### src/rtl/contador_monitor.sv
// Shadows an up/down/load counter and flags steps that break the predicted sequence.
// Tracks sync state, classifies each observed step, and keeps a saturating error count.
module contador_monitor #(
    parameter int WIDTH = 4,
    parameter int ERRW  = 8
) (
    input  logic             clk,
    input  logic             rst,
    input  logic [WIDTH-1:0] count_in,
    input  logic [WIDTH-1:0] data_in,
    input  logic             load,
    input  logic             con,
    input  logic             cup,
    output logic [WIDTH-1:0] expected,
    output logic             mismatch,
    output logic [ERRW-1:0]  err_count,
    output logic [1:0]       mode,
    output logic             synced
);

    localparam logic [1:0] S_UNSYNC = 2'd0;
    localparam logic [1:0] S_TRACK  = 2'd1;
    localparam logic [1:0] S_ERROR  = 2'd2;

    localparam logic [1:0] M_HOLD = 2'b00;
    localparam logic [1:0] M_UP   = 2'b01;
    localparam logic [1:0] M_DOWN = 2'b10;
    localparam logic [1:0] M_JUMP = 2'b11;

    localparam logic [WIDTH-1:0] ONE     = WIDTH'(1);
    localparam logic [WIDTH-1:0] ALL1    = '1;
    localparam logic [ERRW-1:0]  ERR_MAX = '1;

    logic [1:0]       r_state;
    logic [WIDTH-1:0] r_expected;
    logic [WIDTH-1:0] r_prev;
    logic             r_mismatch;
    logic [ERRW-1:0]  r_err;
    logic [1:0]       r_mode;
    logic             r_synced;

    logic [WIDTH-1:0] w_pred;
    logic [WIDTH-1:0] w_delta;
    logic [1:0]       w_step;
    logic             w_miss;
    logic [1:0]       w_next_state;

    // load wins over count-enable
    always_comb begin
        w_pred = count_in;
        if (load) begin
            w_pred = data_in;
        end else if (con && cup) begin
            w_pred = count_in + ONE;
        end else if (con) begin
            w_pred = count_in - ONE;
        end
    end

    assign w_delta = count_in - r_prev;

    always_comb begin
        w_step = M_JUMP;
        if (w_delta == '0) begin
            w_step = M_HOLD;
        end else if (w_delta == ONE) begin
            w_step = M_UP;
        end else if (w_delta == ALL1) begin
            w_step = M_DOWN;
        end
    end

    assign w_miss = (r_state != S_UNSYNC) && (count_in != r_expected);

    always_comb begin
        w_next_state = S_UNSYNC;
        case (r_state)
            S_UNSYNC: w_next_state = S_TRACK;
            S_TRACK,
            S_ERROR:  w_next_state = w_miss ? S_ERROR : S_TRACK;
            default:  w_next_state = S_UNSYNC;
        endcase
    end

    always_ff @(posedge clk or negedge rst) begin
        if (!rst) begin
            r_state    <= S_UNSYNC;
            r_expected <= '0;
            r_prev     <= '0;
            r_mismatch <= 1'b0;
            r_err      <= '0;
            r_mode     <= M_HOLD;
            r_synced   <= 1'b0;
        end else begin
            r_state    <= w_next_state;
            r_expected <= w_pred;
            r_prev     <= count_in;
            r_mismatch <= w_miss;
            r_synced   <= (w_next_state == S_TRACK);
            if (r_state != S_UNSYNC) begin
                r_mode <= w_step;
            end
            if (w_miss && (r_err != ERR_MAX)) begin
                r_err <= r_err + ERRW'(1);
            end
        end
    end

    assign expected  = r_expected;
    assign mismatch  = r_mismatch;
    assign err_count = r_err;
    assign mode      = r_mode;
    assign synced    = r_synced;

endmodule

### config.mk
export PLATFORM = sky130hd
export DESIGN_NAME = contador_monitor
export DESIGN_NICKNAME = d
export VERILOG_FILES = /design/src/rtl/contador_monitor.sv
export SDC_FILE = /design/constraint.sdc
export NUM_CORES = 1
export LEC_CHECK = 0
export BUFFER_PORTS_ARGS = -buffer_cell sky130_fd_sc_hd__buf_2
export CORE_MARGIN = 1.5
export CORE_UTILIZATION = 29
export CTS_BUF_LIST = sky130_fd_sc_hd__clkbuf_16
export DETAILED_ROUTE_END_ITERATION = 12
export GPL_ROUTABILITY_DRIVEN = 0
export PLACE_DENSITY_LB_ADDON = 0.15
export SYNTH_ARGS = -nofsm -noshare
export SYNTH_HDL_FRONTEND = slang
export SYNTH_SLANG_ARGS = --single-unit
### constraint.sdc
create_clock -name clk -period 1.92 [get_ports clk]
set_input_delay 0 -clock clk [delete_from_list [all_inputs] [get_ports clk]]
set_output_delay 0 -clock clk [all_outputs]
set_load 0.02 [all_outputs]
# [Word-level counts from Yosys, hierarchy flattened]
# Index checks and enable logic that the tools add are counted.
[totals] elab_cells=33 out_inout_bits=16 input_bits=13 reg_bits=22
[op_classes] n_reduce_logical=7 addsub=4 n_eq_ne=7 n_mux=8
[op_table] operator="two-way mux 4 bit" n=3
[op_table] operator="adder 8 x 1 -> 8 bit (second input constant)" n=1
[op_table] operator="!= test 8 bit (second input constant)" n=1
[op_table] operator="two-way mux 2 bit" n=3
[op_table] operator="adder 4 x 1 -> 4 bit (second input constant)" n=1
[op_table] operator="equality test 2 x 1 -> 1 bit (second input constant)" n=2
[op_table] operator="equality test 4 x 1 -> 1 bit (second input constant)" n=1
[op_table] operator="equality test 4 bit (second input constant)" n=1
[op_table] operator="zero test 4 bit" n=1
[op_table] operator="!= test 4 bit" n=1
[op_table] operator="one-hot mux 2 bit (2 select lines)" n=1
[op_table] operator="subtractor 4 x 1 -> 4 bit (second input constant)" n=1
[op_table] operator="subtractor 4 bit" n=1
[op_table] operator="logical AND 1 bit" n=3
[op_table] operator="equality test 2 bit (second input constant)" n=1
[op_table] operator="zero test 2 bit" n=1
[op_table] operator="nonzero test 2 bit" n=1
[op_table] operator="OR reduction 2 bit" n=1
[op_table] operator="two-way mux 1 bit" n=1

# [Depth between registers and ports, before layout]
# Gate-level depths: netlist of run 1.
[logic_depth] word_depth=5 depth_mapped=7 ltp_nobuf=7

# [Least setup slack after synthesis of run 1]
# No wires, ideal clock.
[synth_timing] path_type="reg-to-reg" from="register r_err[0], in the netlist err_count[0]" to="register r_err[1], in the netlist err_count[1]" t_required_ns=1.795 path_slack_ns=0.156 stages_incl_launch_ff=6 n_path_buf=0 arrival_ns=1.639 setup_ns=0.125 synth_period_minus_slack_ns=1.764 cell_sequence="dfrtp_1 -> ha_1 -> nand2_1 -> nor3_1 -> nor2_2 -> mux2_4"
[synth_via] elab_chain_len=2 word_cells_on_any_way=3 cone_classes="1 x add/sub; 1 x eq/ne; 1 x reduce/logical"
[synth_lines] item="start: declaration" line_no="38" source="logic [ERRW-1:0] r_err;"
[synth_lines] item="start signal: assignment" line_no="104" source="r_err <= r_err + ERRW'(1);"
[synth_lines] item="parallel branches: the longest is 2 deep, another holds adder 8 x 1 -> 8 bit"
# Parallel ways; which one is timed is not known.
# A chain may end at the register's enable or synchronous reset.

# [Worst setup path in the final report of run 1]
# Ends and elaborated chain as after synthesis.

==> results of run 1 <==
## placed cells by master (no fill, tap or decap)
master         count
dfrtp_1           22
dlygate4sd3_1      8
nand2_1            6
nand4_1            2
o22a_1             1
xor2_2             1
clkinv_1           1
mux2_4             1
a21oi_1            2
nor4_1             5
clkbuf_16          3
o221a_2            1
mux2i_1            1
buf_2             28
and4_1             1
nor2b_1            2
a21o_1             1
nor2_2             1
o21ai_0            3
nand2b_1           1
mux2_1             1
ha_1               8
fa_1               1
nor3_1             2
xor2_1            11
nand3_1            4
xnor2_1            4
nor3b_1            2
inv_1              8
buf_4              2
mux2_2             3
nor4b_1            1
nand3b_1           2
o41ai_4            1
nor3_2             1
## worst max-delay path: stages, from the launching register on
cell and delay [ns]:
dfrtp_1 0.40, ha_1 0.18, nand2_1 0.10, nor3_1 0.57, nor2_2 0.11, mux2_4 0.32
## per-stage QoR
step / setup TNS [ns] / cells / utilization
after floorplan: 0 / 100 / -
after global routing: -0.0331 / 190 / 0.411
after CTS: 0 / 190 / 0.411
after detailed placement: 0 / 178 / 0.369
after global placement: 0 / 178 / 0.369
final: 0 / 190 / 0.411
## power by group
part | internal (mW) | switching [mW]
sequential | 0.607 | 0.122
combinational | 0.341 | 0.449
clock | 0.277 | 0.158
## flip-flops by register name (all words and copies together), names as in the netlist
name and flops:
err_count 8, mismatch 1, r_prev 4, r_state 2, synced 1, mode 2, expected 4
## per-layer routing
layer	vias to the layer above	wire length, um	global-route usage
met1	410	1140	0.165
met3	2	101	0.0287
met5	-	0	0
met2	19	1080	0.198
met4	0	21	0.0383
li1	436	-	-
## final timing paths
path / startpoint / endpoint / slack (ns) / cells past startpoint
setup / recovery: err_count[0]$_DFFE_PN0P_ / err_count[1]$_DFFE_PN0P_ / 0.15 / 5
hold / removal: load / expected[0]$_DFF_PN0_ / 0.02 / 2
setup reg to reg: err_count[0]$_DFFE_PN0P_ / err_count[1]$_DFFE_PN0P_ / 0.15 / 5
hold reg to reg: mode[1]$_DFFE_PN0N_ / mode[1]$_DFFE_PN0N_ / 0.50 / 1
max in group asynchronous: rst / r_state[0]$_DFF_PN0_ / 1.33 / 2
min in group asynchronous: rst / mode[1]$_DFFE_PN0N_ / 0.25 / 2
## cells by family (layout without fill, tap and decap cells)
kind of cell / count (synthesis) / in the layout / synth area share
compound gates: 9 / 9 / 0.0680
xor+xnor: 16 / 16 / 0.125
fa+ha+maj: 9 / 9 / 0.102
buf+inv: 8 / 50 / 0.0255
flops: 22 / 22 / 0.468
mux: 6 / 6 / 0.0595
simple gates: 30 / 30 / 0.152
## repair_timing
action	CTS	global route
hold endpoints to repair	29	0
setup endpoints to repair	0	2
hold buffers	8	0
## cell type report
class                           instances  share of cell area
Clock inverter                          1             0.00242
Clock buffer                            3              0.0484
Inverter                                8              0.0194
Timing Repair Buffer                   38               0.152
Tap cell                               48              0.0387
Multi-Input combinational cell         70               0.385
Sequential cell                        22               0.355
==> qor.txt, run 1 <==
PLACE
-------------------------------------------------------------------------------------------------
IO buf count                                                                                   28
Placement Cell Area                                                                      1390 um2
Post-place setup slack                                                                   0.146 ns
Half-perimeter wire length of the detailed placement result                               1.78 mm

FINISH
-------------------------------------------------------------------------------------------------
Nets@finish                                                                                   165
Share of post-route cells with drive strength above 1                                       0.296
Synth-to-layout area growth                                                                 31.8%
Antenna diode count                                                                             0
FILL cells                                                                                    355
Seq. cell area                                                                            551 um2
Cell area after layout                                                                   1550 um2
Combined area of the multi-input logic cells                                              597 um2

YOSYS
-------------------------------------------------------------------------------------------------
Post-synthesis cell count                                                                     100
Synth top area share                                                                        0.468
Most common cell in the netlist                                                           dfrtp_1
Number of enable-type register cells in the synthesized netlist                                 0
Syn_nets                                                                                      122
Top cells by count, synth                                                            dfrtp_1, xor2_1, ha_1, inv_1, nand2_1
Most used flip-flop cell after synthesis                                                  dfrtp_1
Top cell type by total area after synthesis                                               dfrtp_1
Post-Synthesis Cell Area                                                                 1180 um2
Average size of a mapped cell                                                            11.8 um2
Async set-reset flop share out of synthesis                                                  1.00
Flops & latches, synth                                                                         22
Number of distinct library cell variants in the gate-level netlist after synthesis             30
Yosys warning count                                                                             0
Part of the Yosys area used for sequential elements                                         0.468
Cell types with the largest area share after synthesis                               dfrtp_1, ha_1, xor2_1

TIMING
-------------------------------------------------------------------------------------------------
Final setup fails                                                                               0
Final cycle utilization of the critical path                                                0.924
Clk_skew                                                                               0.00294 ns
Worst-case headroom to the max-slew limit                                                   0.567
Final Critical Period                                                                     1.77 ns
Slew at the pin with the worst max-slew slack                                            0.645 ns
Post-route setup slack                                                                   0.147 ns
Worst Hold Slack                                                                        0.0158 ns
Setup repair after global routing missed its margin                                          true
Highest achievable clock rate                                                             564 MHz
Fin. Hold Viols                                                                                 0
Max-slew violations                                                                             0

ROUTE
-------------------------------------------------------------------------------------------------
Post-route DRC violation count                                                                  0
Post-route antenna net violation count                                                          0
Routed wire length                                                                        2.35 mm
Average detailed-routed wire length per instance                                          12.4 um
Via density per instance                                                                     4.56
First-pass iteration count of the detailed router                                               4
DRT iter0 DRCs                                                                                 32
Detailed-route via count                                                                      867

CLOCK TREE
-------------------------------------------------------------------------------------------------
Clock buffers created by TritonCTS                                                              3
Num Clock Sinks                                                                                22
Insertion delay to the later sink of the worst-skew pair                                  0.25 ns
Clk slew on worst S/H paths                                                               0.06 ns
H-tree lvl count                                                                                1
Number of buffers between clock root and the deepest sink                                       2
Clock root buffer                                                                       clkbuf_16
Setup repair bufs after CTS                                                                     0
Cts repair resizes                                                                              0
Clock tree from TritonCTS                                                                    done

GLOBAL ROUTE
-------------------------------------------------------------------------------------------------
Aggregate global-route resource usage                                                       0.124
Wire length of the first global-routing pass                                              4.14 mm
Global-route congestion overflow total                                                          0
Largest net degree at the start of global routing                                              23
Antenna violations before repair                                                                0
Number of global-route vias before repair                                                     883

CRITICAL PATH
-------------------------------------------------------------------------------------------------
Startpoint class of the critical path                                                   flip-flop
Crit path required time                                                                   2.06 ns
Largest fanout of any net on the critical path                                                  6
Worst Setup Path Type                                                                flip-flop to flip-flop
Worst endpoint data arrival time                                                          1.91 ns
Endpoint type of the worst setup path                                                   flip-flop

POWER AND IR DROP
-------------------------------------------------------------------------------------------------
Standby leakage power                                                                    0.736 nW
Post-route total power                                                                    1.95 mW
Ratio of total power to cell area                                                     1260 nW/um2
Maximum vdd ir drop                                                                      0.392 mV

FLOW RUN
-------------------------------------------------------------------------------------------------
Count of maximum capacitance violations                                                         0

FLOORPLAN
-------------------------------------------------------------------------------------------------
Die width                                                                                 66.7 um
DIE HEIGHT                                                                                66.7 um
Placement Rows                                                                                 22
Overall die area                                                                         4450 um2
Number of top-level pins                                                                       29
Core box area                                                                            3770 um2
Initial cell density of the core                                                            0.312

WORST HOLD PATH
-------------------------------------------------------------------------------------------------
Hold Crit Class                                                                      input pin to flip-flop

RUN STATUS
-------------------------------------------------------------------------------------------------
Outcome                                                                              finished, final reports clean

Power figures use the tool's default switching activity.
==> run 2: changes to the inputs <==
CORE_UTILIZATION = 30   (was 29)
==> qor.txt, run 2 (synthesized netlist as in run 1, its figures left out) <==
FINISH
-------------------------------------------------------------------------------------
Nets@finish                                                                       168
Synth-to-layout area growth                                                     36.0%
Share of post-route cells with drive strength above 1                           0.331
Flip-flop count of the largest register, all copies and words added                 8
Cell area after layout                                                       1600 um2
Fraction of the core area covered by cells at the end of the flow               0.431
Count of non-filler cells in the finished layout                                  193
Antenna diode count                                                                 0
Commonest cells after routing, fill and taps aside                       buf_2, dfrtp_1, xor2_1
Most frequent standard cell in the layout excluding fill and tap cells          buf_2

GLOBAL ROUTE
-------------------------------------------------------------------------------------
Number of global-route vias before repair                                         899
Wire length of the first global-routing pass                                  4.05 mm
Global-route congestion overflow total                                              0
Antenna violations before repair                                                    0
Aggregate global-route resource usage                                           0.122
Largest net degree at the start of global routing                                  23

ROUTE
-------------------------------------------------------------------------------------
Via density per instance                                                         4.53
Routed wire length                                                            2.37 mm
Post-route DRC violation count                                                      0
First-pass iteration count of the detailed router                                   2
Average detailed-routed wire length per instance                              12.3 um
Post-route antenna net violation count                                              0
Detailed-route via count                                                          874
DRT iter0 DRCs                                                                      6

FLOORPLAN
-------------------------------------------------------------------------------------
Number of top-level pins                                                           29
Overall die area                                                             4310 um2
Core box area                                                                3720 um2
Initial cell density of the core                                                0.317
Die width                                                                     65.6 um
Placement Rows                                                                     22
DIE HEIGHT                                                                    65.6 um

TIMING
-------------------------------------------------------------------------------------
Final cycle utilization of the critical path                                    0.940
Post-route setup slack                                                       0.114 ns
Setup repair after global routing missed its margin                             false
Final setup fails                                                                   0
Highest achievable clock rate                                                 554 MHz
Final Critical Period                                                         1.81 ns
Max-slew violations                                                                 0
Clk_skew                                                                   0.00185 ns
Fin. Hold Viols                                                                     0
Slew at the pin with the worst max-slew slack                                0.644 ns
Worst-case headroom to the max-slew limit                                       0.567
Post-route setup TNS                                                             0 ns

CRITICAL PATH
-------------------------------------------------------------------------------------
Crit path required time                                                       2.06 ns
Largest fanout of any net on the critical path                                      7
Worst endpoint data arrival time                                              1.94 ns
Source of the critical timing path                                        count_in[0]
Worst Setup Path Type                                                    input pin to flip-flop
Endpoint type of the worst setup path                                       flip-flop
Startpoint class of the critical path                                       input pin
Beginning of the worst register-to-register path                         err_count[0]$_DFFE_PN0P_

CLOCK TREE
-------------------------------------------------------------------------------------
Insertion delay to the later sink of the worst-skew pair                      0.25 ns
Clk slew on worst S/H paths                                                   0.06 ns
Clock buffers created by TritonCTS                                                  3
H-tree lvl count                                                                    1
Num Clock Sinks                                                                    22
Clock tree from TritonCTS                                                        done
Clock root buffer                                                           clkbuf_16
Number of buffers between clock root and the deepest sink                           2

RUN STATUS
-------------------------------------------------------------------------------------
Outcome                                                                  finished, final reports clean

FLOW RUN
-------------------------------------------------------------------------------------
Count of maximum capacitance violations                                             0

POWER AND IR DROP
-------------------------------------------------------------------------------------
Ratio of total power to cell area                                         1230 nW/um2
Standby leakage power                                                        0.751 nW
Maximum vdd ir drop                                                          0.348 mV

PLACE
-------------------------------------------------------------------------------------
Half-perimeter wire length of the detailed placement result                   1.77 mm
Post-placement cell count                                                         177
Placement Cell Area                                                          1390 um2
Post-place setup slack                                                       0.154 ns
IO buf count                                                                       28

WORST HOLD PATH
-------------------------------------------------------------------------------------
Worst min-delay path startpoint                                                  load
Hold Crit Class                                                          input pin to flip-flop

[run 2: per-layer routing]
layer,GRT usage,part of all wire,wire length [um],vias to the layer above
li1,-,-,-,440
met1,0.161,0.47,1120,416
met2,0.202,0.49,1170,16
met3,0.00514,0.024,56,2
met4,0.0625,0.011,27,0
met5,0,0,0,-
[run 2: where the power goes]
part / internal (mW) / total (mW) / leakage [nW] / switching, mW
clock: 0.277 / 0.432 / 0.0385 / 0.155
combinational: 0.352 / 0.808 / 0.451 / 0.456
sequential: 0.607 / 0.730 / 0.261 / 0.123
[run 2: worst max-delay path: stages]
cell and delay (ns):
dlygate4sd3_1 0.54, buf_6 0.12, inv_1 0.05, ha_2 0.18, fa_2 0.40, xor2_2 0.17, nor4_2 0.25, nand3b_1 0.10
o221a_2 0.12
[run 2: what timing repair did]
item	4_1_cts	5_1_grt
setup buffers	0	3
hold endpoints to repair	30	0
hold buffers	9	0
resized for setup	0	7
endpoints found under the setup margin	0	2
[run 2: worst paths after layout]
check	to	slack, ns	depth (start not counted)
worst max register to register	err_count[1]$_DFFE_PN0P_	0.13	5
worst min register to register	mode[1]$_DFFE_PN0N_	0.52	1
worst max-delay path	mode[0]$_DFFE_PN0N_	0.11	9
worst min-delay path	expected[0]$_DFF_PN0_	0.02	2
min in group asynchronous	mode[0]$_DFFE_PN0N_	0.24	2
max in group asynchronous	r_state[1]$_DFF_PN0_	1.35	2
[run 2: cell type report]
cell class              count  area, um2
multi-input cells          70        616
flip-flops and latches     22        551
clock inverters             1       3.75
repair buffers             41        267
well taps                  48       60.1
inverters                   8       30.0
fillers                   364       2110
clock buffers               3       75.1
[run 2: metrics by stage]
stage          power [mW]  hold slack (ns)
2_1_floorplan        1.26           -0.296
3_3_place_gp         1.50         -0.00432
3_5_place_dp         1.52         -0.00478
4_1_cts              1.98           0.0234
5_1_grt              2.11           0.0628
6_report             1.97           0.0189
==> run 3: changes to the inputs <==
--- a/config.mk
+++ b/config.mk
@@ -8,3 +8,2 @@
 export BUFFER_PORTS_ARGS = -buffer_cell sky130_fd_sc_hd__buf_2
-export CORE_MARGIN = 1.5
 export CORE_UTILIZATION = 30
--- a/constraint.sdc
+++ b/constraint.sdc
@@ -3,2 +3,2 @@
 set_output_delay 0 -clock clk [all_outputs]
-set_load 0.02 [all_outputs]
+set_load 0.005 [all_outputs]
==> qor.txt, run 3 (synthesized netlist as in run 1, its figures left out) <==
PLACE
-------------------------------------------------------------------------------------
Placement Cell Area                                                          1390 um2
Half-perimeter wire length of the detailed placement result                   1.75 mm
Post-place setup slack                                                       0.137 ns
IO buf count                                                                       28

GLOBAL ROUTE
-------------------------------------------------------------------------------------
Largest net degree at the start of global routing                                  23
Antenna violations before repair                                                    0
Aggregate global-route resource usage                                           0.126
Global-route congestion overflow total                                              0
Number of global-route vias before repair                                         869
Wire length of the first global-routing pass                                  3.99 mm

CRITICAL PATH
-------------------------------------------------------------------------------------
Worst Setup Path Type                                                    input pin to flip-flop
Largest fanout of any net on the critical path                                      7
Crit path required time                                                       2.06 ns
Startpoint class of the critical path                                       input pin
Worst endpoint data arrival time                                              1.96 ns
Endpoint type of the worst setup path                                       flip-flop

RUN STATUS
-------------------------------------------------------------------------------------
Outcome                                                                  finished, final reports clean

ROUTE
-------------------------------------------------------------------------------------
Detailed-route via count                                                          868
First-pass iteration count of the detailed router                                   4
DRT iter0 DRCs                                                                     25
Post-route antenna net violation count                                              0
Via density per instance                                                         4.57
Post-route DRC violation count                                                      0
Average detailed-routed wire length per instance                              12.3 um
Routed wire length                                                            2.34 mm

FLOORPLAN
-------------------------------------------------------------------------------------
Core box area                                                                3720 um2
Placement Rows                                                                     22
Number of top-level pins                                                           29
Initial cell density of the core                                                0.317
Overall die area                                                             4180 um2
Die width                                                                     64.6 um
DIE HEIGHT                                                                    64.6 um

FLOW RUN
-------------------------------------------------------------------------------------
Count of maximum capacitance violations                                             0

TIMING
-------------------------------------------------------------------------------------
Max-slew violations                                                                 0
Worst-case headroom to the max-slew limit                                       0.666
Post-route setup slack                                                      0.0938 ns
Final cycle utilization of the critical path                                    0.951
Final setup fails                                                                   0
Fin. Hold Viols                                                                     0
Post-route setup TNS                                                             0 ns
Clk_skew                                                                   0.00266 ns
Slew at the pin with the worst max-slew slack                                0.501 ns
Worst Hold Slack                                                            0.0249 ns
Highest achievable clock rate                                                 548 MHz
Final Critical Period                                                         1.83 ns

POWER AND IR DROP
-------------------------------------------------------------------------------------
Ratio of total power to cell area                                         1160 nW/um2
Switching Fraction                                                              0.329
Part of the power in registers                                                  0.400
Share of power burned in the clock network                                      0.237
Post-route total power                                                        1.82 mW
Maximum vdd ir drop                                                          0.333 mV
Net switching power figure                                                     600 uW
Comb power frac                                                                 0.363
Design internal power                                                         1.23 mW
Standby leakage power                                                        0.738 nW

FINISH
-------------------------------------------------------------------------------------
Synth-to-layout area growth                                                     33.8%
Flip-flop count of the largest register, all copies and words added                 8
Nets@finish                                                                       165
Commonest cells after routing, fill and taps aside                       buf_2, dfrtp_1, xor2_1
Antenna diode count                                                                 0
Cell area after layout                                                       1580 um2
FILL cells                                                                        367
Most frequent standard cell in the layout excluding fill and tap cells          buf_2
Share of post-route cells with drive strength above 1                           0.310

CLOCK TREE
-------------------------------------------------------------------------------------
Clock buffers created by TritonCTS                                                  3
Insertion delay to the later sink of the worst-skew pair                      0.25 ns
Clock tree from TritonCTS                                                        done
Num Clock Sinks                                                                    22
Clk slew on worst S/H paths                                                   0.06 ns
Setup repair bufs after CTS                                                         0
Clock root buffer                                                           clkbuf_16
H-tree lvl count                                                                    1
Number of buffers between clock root and the deepest sink                           2

WORST HOLD PATH
-------------------------------------------------------------------------------------
Hold Crit Class                                                          input pin to flip-flop

[run 3: area by class of cell]
type | count | area [um2] | area share
Multi-Input combinational cell | 70 | 616 | 0.391
Sequential cell | 22 | 551 | 0.349
Timing Repair Buffer | 38 | 240 | 0.153
Clock buffer | 3 | 75.1 | 0.0477
Tap cell | 48 | 60.1 | 0.0381
Inverter | 8 | 30.0 | 0.0191
Clock inverter | 1 | 3.75 | 0.00238
[run 3: worst paths after layout]
check | startpoint | endpoint | slack, ns | depth (start not counted)
min | load | expected[0]$_DFF_PN0_ | 0.02 | 2
min reg2reg | mode[1]$_DFFE_PN0N_ | mode[1]$_DFFE_PN0N_ | 0.50 | 1
max in group asynchronous | rst | r_prev[2]$_DFF_PN0_ | 1.33 | 2
max reg2reg | r_state[0]$_DFF_PN0_ | err_count[6]$_DFFE_PN0P_ | 0.15 | 7
min in group asynchronous | rst | mismatch$_DFF_PN0_ | 0.25 | 2
max | count_in[0] | mode[0]$_DFFE_PN0N_ | 0.09 | 8
[run 3: timing repair]
action / CTS / global route
endpoints found under the hold margin: 30 / 0
resized for setup: 0 / 4
hold buffers: 9 / 0
endpoints found under the setup margin: 0 / 2
[run 3: through the flow]
stage	cells	utilization
2_1_floorplan	100	-
3_3_place_gp	177	0.373
3_5_place_dp	177	0.373
4_1_cts	190	0.418
5_1_grt	190	0.424
6_report	190	0.424
[run 3: critical path, cell delays in order]
cell and delay [ns]:
dlygate4sd3_1 0.52, clkbuf_4 0.18, inv_1 0.07, ha_1 0.22, fa_1 0.41, xor2_2 0.19, nand4_1 0.12, o221a_2 0.24
[run 3: routing by layer]
| layer | global-route usage | vias to the layer above | wire length [um] |
|---|---|---|---|
| met5 | 0 | - | 0 |
| met4 | 0.0583 | 0 | 48 |
| met3 | 0.0211 | 5 | 70 |
| met2 | 0.211 | 21 | 1160 |
| met1 | 0.158 | 410 | 1060 |
| li1 | - | 432 | - |
[run 3: power groups by stage]
stage                     Sequential [mW]  Combinational (mW)  Clock (mW)
after floorplan                     0.733               0.392           0
after global placement              0.730               0.628           0
after detailed placement            0.737               0.645           0
after CTS                           0.730               0.666       0.447
after global routing                0.749               0.745       0.474
final                               0.730               0.663       0.432
